`config.mk`:
```
export PLATFORM = sky130hd
export DESIGN_NAME = md_issue_ctrl_flat
export DESIGN_NICKNAME = d
export VERILOG_FILES = /design/src/rtl/md_issue_ctrl_if.sv /design/src/rtl/md_issue_ctrl.sv /design/src/flat_wrapper.sv
export SDC_FILE = /design/constraint.sdc
export NUM_CORES = 1
export LEC_CHECK = 0
export CORE_AREA = 8 8 109 111
export CTS_CLUSTER_DIAMETER = 80
export DETAILED_ROUTE_END_ITERATION = 8
export DIE_AREA = 0 0 117 119
export PLACE_DENSITY = 0.76
export SYNTH_ARGS = -nofsm -noshare
export SYNTH_HDL_FRONTEND = slang
export SYNTH_SLANG_ARGS = --single-unit
```
`constraint.sdc`:
```
create_clock -name clk -period 4.7 [get_ports clk]
set_input_delay 0.705 -clock clk [delete_from_list [all_inputs] [get_ports clk]]
set_output_delay 0.705 -clock clk [all_outputs]
set_load 0.01 [all_outputs]
```
`src/rtl/md_issue_ctrl_if.sv`:
```
// E-stage to multiply/divide issue controller bundle.
// master = pipeline side, slave = issue controller.
interface md_issue_ctrl_if;
  logic        op_valid;
  logic [3:0]  op;
  logic        op_u;
  logic [31:0] rs_val;
  logic [31:0] rt_val;
  logic        flush;
  logic        stall;
  logic        md_start;
  logic [2:0]  md_sel;
  logic        md_u;
  logic [31:0] md_a;
  logic [31:0] md_b;
  logic [1:0]  md_write;
  logic [1:0]  md_load;
  logic        busy;
  logic        done;

  modport master (
    output op_valid, op, op_u, rs_val, rt_val, flush,
    input  stall, md_start, md_sel, md_u, md_a, md_b,
    input  md_write, md_load, busy, done
  );

  modport slave (
    input  op_valid, op, op_u, rs_val, rt_val, flush,
    output stall, md_start, md_sel, md_u, md_a, md_b,
    output md_write, md_load, busy, done
  );
endinterface

```
`src/rtl/md_issue_ctrl.sv`:
```
// Issue controller for the HI/LO multiply/divide unit: accepts,
// stalls and times MD-class instructions presented in E-stage.
module md_issue_ctrl #(
    parameter int unsigned MUL_LAT = 5,
    parameter int unsigned DIV_LAT = 10
) (
    input logic          clk,
    input logic          reset,
    md_issue_ctrl_if.slave io
);

    typedef enum logic {
        IDLE,
        BUSY
    } state_e;

    localparam logic [3:0] MulCnt = 4'(MUL_LAT);
    localparam logic [3:0] DivCnt = 4'(DIV_LAT);

    state_e      state_q;
    logic [3:0]  cnt_q, cnt_d;
    logic        done_q;
    logic        start_q;
    logic [2:0]  sel_q;
    logic        u_q;
    logic [31:0] a_q, b_q;
    logic [1:0]  write_q;

    logic [3:0]  op_c;
    logic        is_arith, is_move, is_read, is_md;
    logic        busy, accept;

    // Opcodes 9-15 behave exactly like "none".
    assign op_c     = (io.op > 4'd8) ? 4'd0 : io.op;
    assign is_arith = (op_c >= 4'd1) && (op_c <= 4'd4);
    assign is_move  = (op_c == 4'd5) || (op_c == 4'd6);
    assign is_read  = (op_c == 4'd7) || (op_c == 4'd8);
    assign is_md    = is_arith || is_move || is_read;

    assign busy   = (state_q == BUSY);
    assign accept = io.op_valid && is_md && !busy && !io.flush;

    assign io.stall    = io.op_valid && is_md && busy && !io.flush;
    assign io.busy     = busy;
    assign io.done     = done_q;
    assign io.md_start = start_q;
    assign io.md_sel   = sel_q;
    assign io.md_u     = u_q;
    assign io.md_a     = a_q;
    assign io.md_b     = b_q;
    assign io.md_write = write_q;

    always_comb begin
        io.md_load = 2'b00;
        if (accept && is_read) begin
            io.md_load = (op_c == 4'd7) ? 2'b01 : 2'b10;
        end
    end

    // Accept only happens with cnt at zero, so no reload mid-count.
    always_comb begin
        cnt_d = cnt_q;
        if (accept && is_arith) begin
            cnt_d = (op_c == 4'd2) ? DivCnt : MulCnt;
        end else if (cnt_q != 4'd0) begin
            cnt_d = cnt_q - 4'd1;
        end
    end

    always_ff @(posedge clk) begin
        if (reset) begin
            state_q <= IDLE;
            cnt_q   <= 4'd0;
            done_q  <= 1'b0;
            start_q <= 1'b0;
            sel_q   <= 3'd0;
            u_q     <= 1'b0;
            a_q     <= 32'd0;
            b_q     <= 32'd0;
            write_q <= 2'b00;
        end else begin
            cnt_q   <= cnt_d;
            state_q <= (cnt_d != 4'd0) ? BUSY : IDLE;
            done_q  <= (cnt_q == 4'd1);
            start_q <= accept && is_arith;
            sel_q   <= (accept && is_arith) ? op_c[2:0] : 3'd0;
            write_q <= 2'b00;
            if (accept && is_arith) begin
                u_q <= io.op_u;
                a_q <= io.rs_val;
                b_q <= io.rt_val;
            end
            if (accept && is_move) begin
                a_q     <= io.rs_val;
                write_q <= (op_c == 4'd5) ? 2'b01 : 2'b10;
            end
        end
    end

endmodule
```
`src/flat_wrapper.sv`:
```
// flat-port wrapper written by rule: the top's interface ports become plain ports
module md_issue_ctrl_flat 
#(
    parameter int unsigned MUL_LAT = 5,
    parameter int unsigned DIV_LAT = 10
)
  (clk, reset, io_op_valid, io_op, io_op_u, io_rs_val, io_rt_val, io_flush, io_stall, io_md_start, io_md_sel, io_md_u, io_md_a, io_md_b, io_md_write, io_md_load, io_busy, io_done);
  md_issue_ctrl_if io_i ();
  input logic clk;
  input logic reset;
  input wire logic [$bits(io_i.op_valid)-1:0] io_op_valid;
  input wire logic [$bits(io_i.op)-1:0] io_op;
  input wire logic [$bits(io_i.op_u)-1:0] io_op_u;
  input wire logic [$bits(io_i.rs_val)-1:0] io_rs_val;
  input wire logic [$bits(io_i.rt_val)-1:0] io_rt_val;
  input wire logic [$bits(io_i.flush)-1:0] io_flush;
  output wire logic [$bits(io_i.stall)-1:0] io_stall;
  output wire logic [$bits(io_i.md_start)-1:0] io_md_start;
  output wire logic [$bits(io_i.md_sel)-1:0] io_md_sel;
  output wire logic [$bits(io_i.md_u)-1:0] io_md_u;
  output wire logic [$bits(io_i.md_a)-1:0] io_md_a;
  output wire logic [$bits(io_i.md_b)-1:0] io_md_b;
  output wire logic [$bits(io_i.md_write)-1:0] io_md_write;
  output wire logic [$bits(io_i.md_load)-1:0] io_md_load;
  output wire logic [$bits(io_i.busy)-1:0] io_busy;
  output wire logic [$bits(io_i.done)-1:0] io_done;
  assign io_i.op_valid = io_op_valid;
  assign io_i.op = io_op;
  assign io_i.op_u = io_op_u;
  assign io_i.rs_val = io_rs_val;
  assign io_i.rt_val = io_rt_val;
  assign io_i.flush = io_flush;
  assign io_stall = io_i.stall;
  assign io_md_start = io_i.md_start;
  assign io_md_sel = io_i.md_sel;
  assign io_md_u = io_i.md_u;
  assign io_md_a = io_i.md_a;
  assign io_md_b = io_i.md_b;
  assign io_md_write = io_i.md_write;
  assign io_md_load = io_i.md_load;
  assign io_busy = io_i.busy;
  assign io_done = io_i.done;
  md_issue_ctrl #(.MUL_LAT(MUL_LAT), .DIV_LAT(DIV_LAT)) u_core (.clk(clk), .reset(reset), .io(io_i));
endmodule
```
==> metrics <==
predominant post-synthesis flop cell dfxtp_1; Setup Buffers After CTS 0; First-pass DRT Iterations 6; post-synthesis mux area share 9.82%; maximum vdd drop 0.000172 V; Nets 570; status finished clean; post-place setup slack 1.46 ns; CP startpoint kind primary input; Worst EP required 3.99 ns; setup_tns 0 ns; CTS tree built; I/O pin count 149; final setup violating endpoints 0; Crit path arrival time 2.53 ns; crit-path max FO 9; CTS max path bufs 2; drt total wl 10900 µm; clock share of power 31.4%; Synth Area in Adders 1.08%; Setup WS post-layout 1.47 ns; 1st-iter DRT viols 246; sequential fraction of the synthesis area 44.3%; H-tree levels 3; total grt overflow 0; post-route minimum period 3.23 ns; DRC 0; synthesis-to-layout area growth 49.6%; cts-stage hold buffer count 0; Num CTS Buffers 9; diode count 0; row count 37; top post-synthesis cells by area dfxtp_1, nand2b_1, mux2i_1; Final Max Tran Viols 0; post-synthesis compound-gate area fraction 14.0%; die height 119 µm; Post-Syn Instances 369; Net Sw Frac 27.9%; Yosys top cell by area dfxtp_1; Slew headroom 11.7%; layout cells sized above 1 6.02%; clk_lat worst skew 0.36 ns; share of total power in combinational logic 23.5%; Max Fclk 309 MHz; share of Yosys cell area claimed by the top area cell type 44.3%; antenna violations before repair 1; vias 3228; YS warnings 0; fin crit share 68.8%; syn_nets 445; distinct cell type count after synthesis 37; average size of a mapped cell 9.42 µm²; Worst Skew 0.00646 ns; Simple-Gate Fraction of Synth Area 24.8%; Die X 117 µm; die footprint 0.0139 mm²; fillers 962; pin count of the biggest net entering global routing 69; port bufs 148; DR WL/cell 17.1 µm; Synth Register Bits 77; Post-synth EDFFs 0; CTS sink count 77; starting density of the core 34.5%; worst hold path type reg2reg; DPL Wire Length 7650 µm; type of the worst setup path in2out; Pint 1.17 mW; final antenna-violating net count 0; clk slew on worst S/H paths 0.07 ns; final hold vios 0; leakage power 1.72 nW; RSZ-0062 raised after global routing no; Crit. End Element output pin; synthesized area 0.00348 mm²; ys async rst share 0%; register share of total power 45.1%; gpl congestion 0.741; gr usage total 15.3%; main combinational cell family by area after synthesis simple AND/OR/NAND/NOR gates; MaxCap Viol Count 0; first-pass GRT wire length 16900 µm; root buf cell clkbuf_8; Post-CTS Resized 0; Slew @ Worst Pin 1.32 ns; pwr dens 312 mW/mm²; XOR/XNOR share of the synthesized area 0.252%; via-per-instance ratio 5.09; Sw Pwr 453 µW; number of global-route vias before repair 3394; core footprint 0.0101 mm²
-- cells by family (layout without fill, tap and decap cells) --
family,count (synthesis),in the layout
simple gates,134,134
buf+inv,44,173
fa+ha+maj,3,3
xor+xnor,1,1
mux,34,34
flops,77,77
compound gates,76,76
-- sequential cells by signal, indices dropped and copies added, names as in the netlist --
register            count
u_core.io.done          1
u_core.io.md_start      1
u_core.cnt_q            4
u_core.io.md_sel        3
u_core.io.md_b         32
u_core.io.busy          1
u_core.io.md_a         32
u_core.io.md_u          1
u_core.io.md_write      2
-- power by group through the flow --
stage,Sequential [mW],Combinational [mW],Clock (mW)
4_1_cts,0.733,0.383,0.533
3_3_place_gp,0.745,0.370,0
6_report,0.733,0.381,0.510
2_1_floorplan,0.752,0.210,0
5_1_grt,0.739,0.417,0.562
3_5_place_dp,0.748,0.381,0
-- final cells by class --
| class | instances | area (µm²) | area share, % |
|---|---|---|---|
| repair buffers | 154 | 1520 | 29.3 |
| flip-flops and latches | 77 | 1540 | 29.6 |
| multi-input cells | 248 | 1750 | 33.7 |
| clock buffers | 11 | 151 | 2.91 |
| inverters | 4 | 15.0 | 0.289 |
| well taps | 136 | 170 | 3.27 |
| clock inverters | 4 | 47.5 | 0.914 |
-- final timing paths --
path                                  start  slack [ns]  cells after the start                              end
min reg2reg  u_core.io.md_b[4]$_SDFFE_PP0P_        0.47                      2   u_core.io.md_b[4]$_SDFFE_PP0P_
max reg2reg       u_core.io.busy$_SDFF_PP0_        2.48                      4  u_core.io.md_a[17]$_SDFFE_PP0P_
min          u_core.io.md_b[4]$_SDFFE_PP0P_        0.47                      2   u_core.io.md_b[4]$_SDFFE_PP0P_
max                                io_op[2]        1.47                      5                         io_stall
-- cells in the final DEF, fill, tap and decap left out, types with 2 or more instances in the layout --
cell type / Yosys / final
nor4b_1: 2 / 2
a21oi_1: 34 / 34
nand2_1: 2 / 2
nor2b_1: 3 / 3
nand3_1: 2 / 2
a211oi_1: 3 / 3
buf_4: 0 / 6
nand2b_1: 66 / 66
nor4_1: 3 / 3
nor3b_1: 2 / 2
clkdlybuf4s50_1: 0 / 147
and3_1: 2 / 2
clkinv_2: 0 / 2
o31ai_1: 33 / 33
nand4_1: 34 / 34
inv_1: 4 / 4
and4b_1: 2 / 2
clkbuf_8: 0 / 11
mux2i_1: 33 / 33
nor2_1: 4 / 4
ha_1: 3 / 3
dfxtp_1: 77 / 77
nor3_1: 5 / 4
-- stage by stage --
step,hold slack [ns],area [µm²],instances,total power [mW],utilization [%]
2_1_floorplan,0.479,3480,369,0.962,-
3_3_place_gp,0.454,5000,619,1.12,49.6
3_5_place_dp,0.460,5000,619,1.13,49.6
4_1_cts,0.470,5200,634,1.65,51.5
5_1_grt,0.492,5200,634,1.72,51.5
6_report,0.468,5200,634,1.62,51.5
-- layer usage --
layer	share of wire [%]	up-vias	global-route usage [%]	routed length, µm
met1	43	1489	17.1	4650
met5	0.12	-	0	13
met2	45	143	25.0	4850
li1	-	1579	-	-
met4	1.1	2	4.48	124
met3	11	15	7.68	1220
-- Yosys cell counts (3+ instances only) --
| cell | n |
|---|---|
| dfxtp_1 | 77 |
| nor2b_1 | 3 |
| buf_6 | 3 |
| clkbuf_1 | 28 |
| nor3_1 | 5 |
| nand2b_1 | 66 |
| nand4_1 | 34 |
| ha_1 | 3 |
| buf_2 | 9 |
| nor2_1 | 4 |
| nor4_1 | 3 |
| inv_1 | 4 |
| a211oi_1 | 3 |
| o31ai_1 | 33 |
| a21oi_1 | 34 |
| mux2i_1 | 33 |
-- worst max-delay path, stage by stage --
cell and delay, ns:
clkdlybuf4s50_1 0.57, nor3_2 0.32, xnor2_1 0.16, and4b_1 0.20, clkdlybuf4s50_1 0.57
(Power assumes the default switching activity.)
